## config.mk

```make
export PLATFORM = sky130hd
export DESIGN_NAME = fifo
export DESIGN_NICKNAME = d
export VERILOG_FILES = /design/src/rtl/fifo.sv
export SDC_FILE = /design/constraint.sdc
export NUM_CORES = 1
export LEC_CHECK = 0
export CORE_ASPECT_RATIO = 0.8
export CORE_MARGIN = 5
export CORE_UTILIZATION = 60
export DETAILED_ROUTE_END_ITERATION = 16
export GPL_TIMING_DRIVEN = 0
export PLACE_DENSITY = 0.85
export SYNTH_ARGS = -nofsm -noshare
export SYNTH_HDL_FRONTEND = slang
export SYNTH_SLANG_ARGS = --single-unit
```

## constraint.sdc

```tcl
create_clock -name clk -period 11.8 [get_ports clk]
set_input_delay 3.54 -clock clk [delete_from_list [all_inputs] [get_ports clk]]
set_output_delay 3.54 -clock clk [all_outputs]
set_load 0.01 [all_outputs]
```

## src/rtl/fifo.sv

```systemverilog
// fifo: DEPTH x WIDTH first-in-first-out queue with a registered read port.
// Optional sticky overflow/underflow flags are built when FIFO_ERR_EN is defined.
module fifo #(
    parameter int DEPTH = 16,
    parameter int WIDTH = 32,
    parameter int AW    = 4
) (
    input  logic             clk,
    input  logic             reset,
    input  logic [WIDTH-1:0] data_in,
    input  logic             write_en,
    input  logic             read_en,
    output logic [WIDTH-1:0] data_out,
    output logic             empty,
    output logic             full,
    output logic [5:0]       count
`ifdef FIFO_ERR_EN
    ,
    output logic             overflow,
    output logic             underflow
`endif
);
    logic [WIDTH-1:0] mem_q [DEPTH];
    logic [WIDTH-1:0] mem_d [DEPTH];
    logic [AW-1:0]    wp_q, wp_d, rp_q, rp_d;
    logic [5:0]       count_q, count_d;
    logic [WIDTH-1:0] data_out_q, data_out_d;
    logic             push, pop;

    assign empty    = count_q == 6'd0;
    assign full     = count_q == 6'(DEPTH);
    assign count    = count_q;
    assign data_out = data_out_q;

    // Accept decisions and next-state for pointers, occupancy, read port and storage.
    // A pop on a full queue frees the slot at rp, which equals wp, so the push may reuse it.
    always_comb begin
        push       = write_en && (!full || read_en);
        pop        = read_en && !empty;
        wp_d       = push ? wp_q + AW'(1) : wp_q;
        rp_d       = pop ? rp_q + AW'(1) : rp_q;
        count_d    = count_q + 6'(push) - 6'(pop);
        data_out_d = pop ? mem_q[rp_q] : data_out_q;
        mem_d      = mem_q;
        if (push) mem_d[wp_q] = data_in;
    end

    // Pointer, occupancy and read-port registers; reset empties the queue at once.
    always_ff @(posedge clk or negedge reset) begin
        if (!reset) begin
            wp_q       <= '0;
            rp_q       <= '0;
            count_q    <= '0;
            data_out_q <= '0;
        end else begin
            wp_q       <= wp_d;
            rp_q       <= rp_d;
            count_q    <= count_d;
            data_out_q <= data_out_d;
        end
    end

    // Storage array; contents are left as-is across reset.
    always_ff @(posedge clk) begin
        mem_q <= mem_d;
    end

`ifdef FIFO_ERR_EN
    logic overflow_q, overflow_d, underflow_q, underflow_d;

    assign overflow  = overflow_q;
    assign underflow = underflow_q;

    // Error flags latch any rejected push or pop until reset.
    always_comb begin
        overflow_d  = overflow_q || (write_en && !push);
        underflow_d = underflow_q || (read_en && empty);
    end

    // Sticky error flag registers.
    always_ff @(posedge clk or negedge reset) begin
        if (!reset) begin
            overflow_q  <= 1'b0;
            underflow_q <= 1'b0;
        end else begin
            overflow_q  <= overflow_d;
            underflow_q <= underflow_d;
        end
    end
`endif

endmodule

```

==> reports/results.tsv, run 1 <==
stage	metric	value	unit
run_status	status	complete, no violations	
timing	final setup fails	0	
timing	worst hold slack	588	ps
clocking	Clock Pin Slew Worst Setup and Hold Paths	60	ps
synth	Syn Nets	1004	
synth	top_reg_cell synth	edfxtp_1	
synth	top post-synthesis cells by count	edfxtp_1, mux4_2, o22ai_1	
synth	Area contributors post-synth	edfxtp_1, mux4_2, dfrtp_1	
clocking	Sink Count	558	
power_and_ir_drop	Peak supply drop	0.157	mV
clocking	worst skew pair latency	580	ps
place	Buffers on Ports	75	
critical_path	FF-to-FF End	count[5]	
floorplanning	Core ar.	35000	sq um
synth	Yosys cell types	38	
grt	number of global-route vias before repair	11600	
synth	yosys warns	0	
synth	most frequent cell after synthesis	edfxtp_1	
clocking	Hold Buf Count CTS	0	
timing	Relative slew margins	35.4	%
floorplanning	DIE AREA	39500	sq um
timing	TNS Setup	0	ps
synth	post-synthesis sequential area ratio	77.4	%
timing	Final WS setup	5150	ps
critical_path	critical path launch point type	input pin	
route	DRC errors left	0	
critical_path	setup slack, reg-to-reg	7840	ps
timing	Final Cycle Share	56.3	%
timing	Final Hold Vio Count	0	
floorplanning	Ports	76	
clocking	Max Root-Sink Buffers	3	
worst_hold_path	hold_sp	data_out[8]	
worst_hold_path	Endpoint, Worst Hold	data_out[8]	
synth	main combinational cell family by area after synthesis	multiplexers	
critical_path	CP endpoint kind	register	
worst_hold_path	hold path depth	2	
synth	Compound-Gate Fraction of Synth Area	3.26	%
critical_path	Worst path slowest cell	clkdlybuf4s50_1	
synth	#FFs+latches synth	558	
synth	Async S/R FF share, synth	8.24	%
critical_path	Critical Path RT	12200	ps
critical_path	FF-to-FF Start	count[3]	
route	via count	10900	
synth	post-synth top area share	72.0	%
timing	Final Max Tran Viols	0	
power_and_ir_drop	Leak Pwr	8.05	nW
place	GP Congestion	0.776	
synth	Simple-Gate Fraction of Synth Area	0.885	%
grt	pin count of the biggest net entering global routing	26	
synth	post-synthesis instance total	953	
timing	RSZ-0062 raised after global routing	no	
timing	f_max	150	MHz
timing	Tmin final	6650	ps
timing	clk_skew	16.7	ps
critical_path	crit-path cells	clkdlybuf4s50_1 > nor2b_1 > buf_2 > clkbuf_1 > ha_1 > inv_1 > ha_1 > a21o_1 > a21oi_1 > nor4b_1 > a2111oi_0	
worst_hold_path	HP Class	register to register	
route	Routed WL	51400	um
critical_path	critical path class	input pin to register	
critical_path	CP max FO	10	
critical_path	cell repeated most along the worst path	ha_1	
synth	Yosys top cell by area	edfxtp_1	
route	detailed-route wire length per cell	31.7	um
final_layout	Area Growth Syn to Fin	16.9	%
run	Max Cap Viol	0	
clocking	TritonCTS buffer count	50	
grt	GRT Util Overall	26.4	%
route	drt pass-1 iters	6	
final_layout	nets	1158	
critical_path	R2R depth	13	
critical_path	CP max stage delay	660	ps
critical_path	CP Data Arrival Time	7050	ps
floorplanning	Cell Rows	61	
clocking	H-tree Lvls	2	
synth	post-synthesis adder-cell area fraction	0.914	%
synth	multiplexer share of the synthesized area	15.3	%
clocking	post-CTS sizing	0	
clocking	CTS root buffer	clkbuf_16	
clocking	Post-CTS Setup Repair Bufs	0	
floorplanning	Initial Utilization	61.1	%
power_and_ir_drop	Pwr Density	246	nW/um^2
route	DR vias/cell	6.73	
grt	global route overflow	0	
final_layout	layout cells sized above 1	28.0	%
synth	Post-synth EDFFs	512	
synth	Synth Area in XOR/XNOR	0.369	%
route	initial DRC count	1776	
floorplanning	Die Y-Extent	179	um
clocking	TritonCTS clock tree	yes	
floorplanning	die width	221	um
route	post-route ant nets	0	
grt	number of antenna violations at the first check in global routing	0	
power_and_ir_drop	total power	6.14	mW
timing	Worst Tran Pin Value	969	ps
synth	syn avg cell area	22.4	sq um
place	Setup Slack @ Placement	4670	ps
place	Detail Placement HPWL	30000	um
grt	first-pass GRT wire length	75800	um
synth	area of the mapped netlist	21300	sq um
state kept, by name, summed over array words and instances, names as in the netlist:
register	flops
mem_q	512
wp_q	4
data_out	32
count	6
rp_q	4
worst max path at each step:
| stage | end | from | cells past startpoint |
|---|---|---|---|
| 4_1_cts | count[5] | read_en | 11 |
| 5_1_grt | count[5] | read_en | 11 |
| 3_3_place_gp | mem_q[398] | read_en | 5 |
| 3_5_place_dp | count[5] | read_en | 11 |
| 2_1_floorplan | mem_q[384] | read_en | 4 |
| 6_report | count[5] | read_en | 11 |
worst max-delay path, delay by kind of cell:
kind,cells,cell delay (ps)
simple gates,2,320
buf+inv,4,1550
compound gates,3,1030
fa+ha+maj,2,580
cells in the final DEF (no fill, tap or decap), types with 4 or more instances in the layout:
| cell | synthesis | routed |
|---|---|---|
| buf_2 | 16 | 17 |
| o22ai_1 | 50 | 50 |
| clkbuf_16 | 0 | 53 |
| clkinvlp_4 | 0 | 4 |
| ha_1 | 14 | 14 |
| nor3_2 | 0 | 4 |
| a21oi_1 | 33 | 33 |
| clkbuf_8 | 0 | 5 |
| buf_1 | 5 | 5 |
| inv_1 | 14 | 14 |
| clkbuf_1 | 23 | 32 |
| clkinv_1 | 0 | 5 |
| clkdlybuf4s50_1 | 0 | 74 |
| dfrtp_1 | 46 | 46 |
| nor2_4 | 0 | 12 |
| mux2_2 | 33 | 33 |
| mux4_2 | 125 | 125 |
| bufinv_16 | 0 | 6 |
| nand2_1 | 8 | 8 |
| buf_6 | 6 | 12 |
| buf_12 | 4 | 15 |
| clkinv_2 | 0 | 10 |
| xnor2_1 | 6 | 6 |
| buf_8 | 0 | 5 |
| edfxtp_1 | 512 | 512 |
| o22ai_2 | 12 | 12 |
power breakdown:
part | internal [mW] | switching [mW]
clock | 0.983 | 0.704
combinational | 0.890 | 1.02
sequential | 2.42 | 0.118
layout make-up:
cell class              instances  area, sq um
inverters                      14         52.6
multi-input cells             327         4550
flip-flops and latches        558        16500
repair buffers                102         1190
plain buffers                  54          333
clock buffers                  67         1430
well taps                     472          591
clock inverters                26          288
diodes                          1         2.50
fillers                      1964        10000
stage by stage:
step	instances	cell area [sq um]	util [%]
3_5_place_dp	1527	23200	66.5
4_1_cts	1620	25000	71.4
2_1_floorplan	953	21300	-
3_3_place_gp	1500	22700	64.9
5_1_grt	1620	25000	71.4
6_report	1621	25000	71.4
cells by family after synthesis:
| group | Yosys count |
|---|---|
| fa+ha+maj | 15 |
| simple gates | 38 |
| mux | 162 |
| compound gates | 103 |
| buf+inv | 68 |
| xor+xnor | 9 |
| flops | 558 |
per-layer routing:
metal / share of wire (%) / wire (um) / vias to the layer above / track usage, %
met5: 0 / 0 / - / 0
met4: 3.4 / 1720 / 0 / 9.33
met3: 11 / 5540 / 131 / 5.63
met2: 49 / 25100 / 813 / 43.2
met1: 37 / 19000 / 5654 / 36.4
li1: - / - / 4316 / -
Power figures use the tool's default switching activity.
==> run 2: changes to the inputs <==
--- a/config.mk
+++ b/config.mk
@@ -7,10 +7,10 @@
 export LEC_CHECK = 0
 export CORE_ASPECT_RATIO = 0.8
 export CORE_MARGIN = 5
-export CORE_UTILIZATION = 60
+export CORE_UTILIZATION = 55
 export DETAILED_ROUTE_END_ITERATION = 16
 export GPL_TIMING_DRIVEN = 0
-export PLACE_DENSITY = 0.85
+export PLACE_DENSITY = 0.83
 export SYNTH_ARGS = -nofsm -noshare
 export SYNTH_HDL_FRONTEND = slang
 export SYNTH_SLANG_ARGS = --single-unit
==> constraint.sdc (replaced) <==
create_clock -name clk -period 5.35 [get_ports clk]
set_input_delay 1.605 -clock clk [delete_from_list [all_inputs] [get_ports clk]]
set_output_delay 1.605 -clock clk [all_outputs]
set_load 0.01 [all_outputs]
==> run 2 against run 1 <==
Net effect:
- first-iteration DRC count shrank 22%
- critical path type unchanged
- combinational power grew 120%
- critical endpoint unchanged
- register-to-register slack got worse by 6300 ps
==> reports/results.tsv, run 2 (synthesized netlist as in run 1, its figures left out) <==
stage	metric	value	unit	change
critical_path	crit-path cells	clkdlybuf4s50_1 > nor2b_1 > buf_2 > clkbuf_1 > ha_1 > inv_1 > ha_1 > a21o_1 > a21oi_1 > nor4b_1 > a2111oi_0		unchanged
route	detailed-route wire length per cell	29.9	um	was 31.7 um
timing	final setup fails	0		unchanged
final_layout	post-layout util	65.4	%	was 71.4%
floorplanning	Initial Utilization	55.8	%	was 61.1%
worst_hold_path	Endpoint, Worst Hold	data_out[26]		was data_out[8]
timing	Final Cycle Share	84.3	%	
floorplanning	Die Y-Extent	186	um	was 179 um
critical_path	Worst path slowest cell	clkdlybuf4s50_1		unchanged
route	Routed WL	49200	um	was 51400 um
timing	RSZ-0062 raised after global routing	no		unchanged
critical_path	CP endpoint kind	register		unchanged
final_layout	Inserted Diodes	0		was 1
critical_path	delay-heaviest family, CP	buffers and inverters		unchanged
clocking	Clock Pin Slew Worst Setup and Hold Paths	60	ps	about the same
critical_path	R2R depth	13		unchanged
clocking	TritonCTS clock tree	yes		unchanged
route	drt pass-1 iters	5		was 6
floorplanning	Cell Rows	64		was 61
route	post-route ant nets	0		unchanged
clocking	TritonCTS buffer count	52		was 50
timing	TNS Setup	0	ps	unchanged
route	DRC errors left	0		unchanged
route	DR vias/cell	6.52		was 6.73
final_layout	nets	1160		was 1158
critical_path	CP Data Arrival Time	4920	ps	was 7050 ps
power_and_ir_drop	Pwr Density	541	nW/um^2	was 246 nW/um^2
final_layout	most common cell after layout, fill and taps aside	edfxtp_1		unchanged
power_and_ir_drop	Peak supply drop	0.334	mV	was 0.157 mV
worst_hold_path	HP Class	register to register		unchanged
floorplanning	DIE AREA	42900	sq um	was 39500 sq um
timing	f_max	222	MHz	
clocking	Hold Buf Count CTS	0		unchanged
timing	Final Hold Vio Count	0		unchanged
floorplanning	Core ar.	38300	sq um	was 35000 sq um
worst_hold_path	hold path depth	2		unchanged
grt	pin count of the biggest net entering global routing	30		was 26
grt	number of antenna violations at the first check in global routing	1		was 0
timing	clk_skew	24.9	ps	was 16.7 ps
final_layout	layout cells sized above 1	28.3	%	was 28.0%
clocking	worst skew pair latency	580	ps	about the same
grt	global route overflow	0		unchanged
critical_path	critical path class	input pin to register		unchanged
route	initial DRC count	1379		was 1776
place	GP Congestion	0.754		was 0.776
critical_path	FF-to-FF Start	count[2]		was count[3]
clocking	Max Root-Sink Buffers	3		unchanged
grt	GRT Util Overall	23.3	%	was 26.4%
final_layout	Largest register FFs	512		unchanged
final_layout	Final Instance Area	25000	sq um	about the same
place	Detail Placement HPWL	29900	um	was 30000 um
timing	Tmin final	4510	ps	
critical_path	CP max stage delay	660	ps	about the same
grt	first-pass GRT wire length	73200	um	was 75800 um
final_layout	Top reg by flops	mem_q		unchanged
timing	worst hold slack	591	ps	was 588 ps
clocking	CTS root buffer	clkbuf_16		unchanged
timing	Final Max Tran Viols	0		unchanged
run	Max Cap Viol	0		unchanged
timing	Worst Tran Pin Value	1010	ps	was 969 ps
place	placed inst area	23300	sq um	was 23200 sq um
critical_path	critical path launch point type	input pin		unchanged
critical_path	CP max FO	10		unchanged
final_layout	most frequent cells in the layout	edfxtp_1, mux4_2, clkdlybuf4s50_1, clkbuf_16, o22ai_1		unchanged
final_layout	Area Growth Syn to Fin	17.3	%	was 16.9%
place	Buffers on Ports	75		unchanged
route	via count	10700		was 10900
critical_path	Critical path buffers and inverters	4		unchanged
run_status	status	complete, no violations		unchanged
floorplanning	Ports	76		unchanged
clocking	Post-CTS Setup Repair Bufs	0		unchanged
clocking	H-tree Lvls	2		unchanged
power_and_ir_drop	Leak Pwr	8.10	nW	was 8.05 nW
critical_path	cell repeated most along the worst path	ha_1		unchanged
timing	Relative slew margins	32.6	%	was 35.4%
critical_path	setup slack, reg-to-reg	1590	ps	was 7840 ps
critical_path	Critical Path RT	5760	ps	was 12200 ps
grt	number of global-route vias before repair	11100		was 11600
critical_path	FF-to-FF End	count[5]		unchanged
floorplanning	die width	230	um	was 221 um
worst_hold_path	hold_sp	data_out[26]		was data_out[8]
clocking	Sink Count	558		unchanged
clocking	post-CTS sizing	0		unchanged
[run 2: cell types whose count changed in the layout (fill, tap and decap cells not counted), sizes merged]
cell,before,now
clkinvlp,4,1
bufinv,6,7
diode,1,0
clkbuf,90,94
clkinv,15,17
[run 2: report_power, final]
part,total [mW],internal (mW),switching [mW]
sequential,5.59,5.35,0.243
combinational,4.13,1.96,2.17
clock,3.82,2.24,1.58
total,13.5,9.55,3.99
[run 2: area by class of cell]
type	count	area [sq um]
Inverter	14	52.6
Multi-Input combinational cell	327	4550
Sequential cell	558	16500
Fill cell	2373	13200
Tap cell	495	619
Clock buffer	71	1450
Timing Repair Buffer	102	1190
Clock inverter	26	320
Buffer	54	333
[run 2: worst max-delay path by stage]
| stage | from | end | slack, ps | cells past startpoint |
|---|---|---|---|---|
| 2_1_floorplan | read_en | mem_q[384] | 510 | 4 |
| 6_report | read_en | count[5] | 840 | 11 |
| 5_1_grt | read_en | count[5] | 740 | 11 |
| 3_3_place_gp | read_en | mem_q[459] | -2730 | 5 |
| 4_1_cts | read_en | count[5] | 890 | 11 |
| 3_5_place_dp | read_en | count[5] | 370 | 11 |
[run 2: worst register-to-register path, cell delays in order, from the launching register on]
cell,delay [ps]
dfrtp_1,380
inv_1,80
ha_1,220
and4bb_2,320
nor2b_1,140
buf_2,160
clkbuf_1,600
ha_1,330
inv_1,50
ha_1,260
a21o_1,170
a21oi_1,310
nor4b_1,90
a2111oi_0,490
[run 2: through the flow]
stage,total power [mW],setup slack (ps),cells
2_1_floorplan,8.25,510,953
3_3_place_gp,9.48,-2730,1523
3_5_place_dp,9.74,368,1550
4_1_cts,13.6,891,1647
5_1_grt,14.1,743,1647
6_report,13.5,842,1647
[run 2: metal layers]
layer	global-route usage, %	vias up	part of all wire, %
met5	0	-	0.026
met4	6.91	2	3.0
met3	4.92	113	10
met2	38.0	692	49
met1	32.8	5620	37
li1	-	4317	-
==> run 3: changes to the inputs <==
==> constraint.sdc (replaced) <==
create_clock -name clk -period 4.1 [get_ports clk]
set_input_delay 1.23 -clock clk [delete_from_list [all_inputs] [get_ports clk]]
set_output_delay 1.23 -clock clk [all_outputs]
set_load 0.01 [all_outputs]
==> run 3 against run 2 <==
Net effect:
- count of clock-buffer cells in the layout fell by 9
- die area did not move
- power rose by 30%
- register-to-register slack got worse by 710 ps
- sequential share of layout area barely moved
- clock power rose by 27%
- critical path type unchanged
- final area barely moved
- hold slack got worse by 5.5 ps
- critical path depth did not move
- wire length fell by 0.21%
==> reports/results.tsv, run 3 (synthesized netlist as in run 1, its figures left out) <==
stage	metric	value	unit	change
clocking	TritonCTS buffer count	51		was 52
final_layout	nets	1152		was 1160
clocking	H-tree Lvls	2		unchanged
critical_path	critical path depth in cells	11		unchanged
final_layout	Top reg by flops	mem_q		unchanged
critical_path	critical path class	input pin to register		unchanged
critical_path	Critical Path RT	4520	ps	was 5760 ps
critical_path	setup slack, reg-to-reg	880	ps	was 1590 ps
route	Routed WL	49100	um	was 49200 um
floorplanning	Initial Utilization	55.8	%	unchanged
timing	f_max	270	MHz	
timing	Relative slew margins	31.7	%	was 32.6%
route	DRC errors left	0		unchanged
grt	number of antenna violations at the first check in global routing	2		was 1
final_layout	Area Growth Syn to Fin	17.3	%	about the same
critical_path	FF-to-FF Start	count[4]		was count[2]
floorplanning	die width	230	um	unchanged
clocking	worst skew pair latency	570	ps	was 580 ps
place	Setup Slack @ Placement	-510	ps	was 368 ps
timing	Worst Tran Pin Value	1020	ps	was 1010 ps
critical_path	CP endpoint kind	register		unchanged
grt	pin count of the biggest net entering global routing	31		was 30
clocking	Post-CTS Setup Repair Bufs	0		unchanged
route	drt pass-1 iters	5		unchanged
timing	RSZ-0062 raised after global routing	no		unchanged
timing	Tmin final	3700	ps	
clocking	Clock Pin Slew Worst Setup and Hold Paths	60	ps	about the same
timing	Final Hold Vio Count	0		unchanged
critical_path	delay-heaviest family, CP	compound AO/OA/AOI/OAI gates		was buffers and inverters
final_layout	layout cells sized above 1	27.6	%	was 28.3%
final_layout	Fillers	2354		was 2373
final_layout	Largest register FFs	512		unchanged
worst_hold_path	HP Class	register to register		unchanged
final_layout	post-layout instance count excluding filler cells	1636		was 1647
final_layout	most common cell after layout, fill and taps aside	edfxtp_1		unchanged
critical_path	FF-to-FF End	count[5]		unchanged
timing	final setup fails	0		unchanged
clocking	Max Root-Sink Buffers	3		unchanged
final_layout	Multi-input gate area	4570	sq um	was 4550 sq um
clocking	CTS root buffer	clkbuf_16		unchanged
route	initial DRC count	1100		was 1379
route	detailed-route wire length per cell	30.0	um	was 29.9 um
critical_path	CP max stage delay	570	ps	was 660 ps
run_status	status	complete, no violations		unchanged
floorplanning	Cell Rows	64		unchanged
place	placed inst area	23300	sq um	about the same
floorplanning	Core ar.	38300	sq um	unchanged
power_and_ir_drop	Pwr Density	703	nW/um^2	was 541 nW/um^2
timing	Final WS setup	400	ps	was 842 ps
timing	Final Cycle Share	90.2	%	
final_layout	Seq. cell area	16500	sq um	unchanged
grt	GRT Util Overall	23.5	%	was 23.3%
critical_path	critical path launch point type	input pin		unchanged
critical_path	CP Data Arrival Time	4120	ps	was 4920 ps
critical_path	crit-path cells	clkdlybuf4s50_1 > o41a_1 > clkbuf_1 > inv_1 > ha_1 > inv_1 > ha_1 > a21o_1 > a21oi_1 > nor4b_1 > a2111oi_0		was clkdlybuf4s50_1 > nor2b_1 > buf_2 > clkbuf_1 > ha_1 > inv_1 > ha_1 > a21o_1 > a21oi_1 > nor4b_1 > a2111oi_0
place	Detail Placement HPWL	29900	um	about the same
critical_path	Critical Path Source	read_en		unchanged
clocking	Sink Count	558		unchanged
clocking	TritonCTS clock tree	yes		unchanged
grt	number of global-route vias before repair	11300		was 11100
clocking	post-CTS sizing	0		unchanged
floorplanning	DIE AREA	42900	sq um	unchanged
critical_path	Worst path slowest cell	clkdlybuf4s50_1		unchanged
critical_path	crit path to	count[5]		unchanged
place	GP Congestion	0.774		was 0.754
timing	Final Max Tran Viols	0		unchanged
place	Placed Instances	1544		was 1550
grt	first-pass GRT wire length	73200	um	about the same
clocking	Hold Buf Count CTS	0		unchanged
final_layout	Final Instance Area	25000	sq um	about the same
timing	clk_skew	18.5	ps	was 24.9 ps
floorplanning	Ports	76		unchanged
critical_path	R2R depth	12		was 13
critical_path	Critical path buffers and inverters	4		unchanged
floorplanning	Die Y-Extent	186	um	unchanged
route	DR vias/cell	6.45		was 6.52
route	post-route ant nets	0		unchanged
final_layout	post-layout util	65.4	%	about the same
place	Buffers on Ports	75		unchanged
run	Max Cap Viol	0		unchanged
power_and_ir_drop	Leak Pwr	8.06	nW	was 8.10 nW
grt	global route overflow	0		unchanged
critical_path	CP max FO	9		was 10
power_and_ir_drop	Peak supply drop	0.426	mV	was 0.334 mV
route	via count	10500		was 10700
final_layout	most frequent cells in the layout	edfxtp_1, mux4_2, clkdlybuf4s50_1, clkbuf_16, o22ai_1		unchanged
timing	worst hold slack	585	ps	was 591 ps
run 3: cell count changes in the layout (fill, tap and decap cells not counted), moves of 2 or more:
cell / change
buf_16: +5
buf_6: -14
buf_8: +3
clkbuf_1: -6
clkbuf_8: -5
clkinv_1: +5
clkinv_2: -5
clkinv_4: +3
diode_2: +2
nor3_2: -4
nor3_4: +4
run 3: area by class of cell:
| class | count | share of cell area, % |
|---|---|---|
| antenna | 2 | 0.0200 |
| buffer | 53 | 1.31 |
| clock buffer | 62 | 5.55 |
| clock inverter | 29 | 1.33 |
| inverter | 14 | 0.210 |
| multi-input combinational | 327 | 18.3 |
| sequential | 558 | 66.0 |
| tap | 495 | 2.47 |
| timing repair buffer | 96 | 4.84 |
run 3: worst min-delay path: cells and delay by family, from the launching register on:
family	cells	cell delay [ps]
DFF	1	350
AOI/OAI and AO/OA	2	190
run 3: where the power goes:
group	switching [mW]	total [mW]	internal, mW
logic	2.86	5.43	2.57
registers	0.313	7.29	6.98
clock network	2.02	4.87	2.85
total	5.20	17.6	12.4
run 3: per-layer routing:
metal  vias up  share of wire [%]  wire length (um)  global-route usage, %
met5         -                  0                 0                      0
met4         0                2.9              1430                   6.88
met3       111                9.0              4420                   5.30
met2       575                 50             24700                   39.8
met1      5557                 38             18500                   31.5
li1       4302                  -                 -                      -
run 3: how the worst min path moves through the flow:
stage                 startpoint      endpoint  depth (start not counted)  slack [ps]
floorplan                rp_q[0]       rp_q[0]                          1         520
global placement    data_out[16]  data_out[16]                          2         560
detailed placement  data_out[16]  data_out[16]                          2         570
CTS                 data_out[16]  data_out[16]                          2         590
global route               reset      count[0]                          1         620
finish              data_out[16]  data_out[16]                          2         590
run 3: per-stage QoR:
stage	TNS, ps	total power, mW
final	0	17.6
after global routing	0	18.3
after CTS	0	17.7
after detailed placement	-1990	12.8
after global placement	-868730	12.4
after floorplan	0	10.8
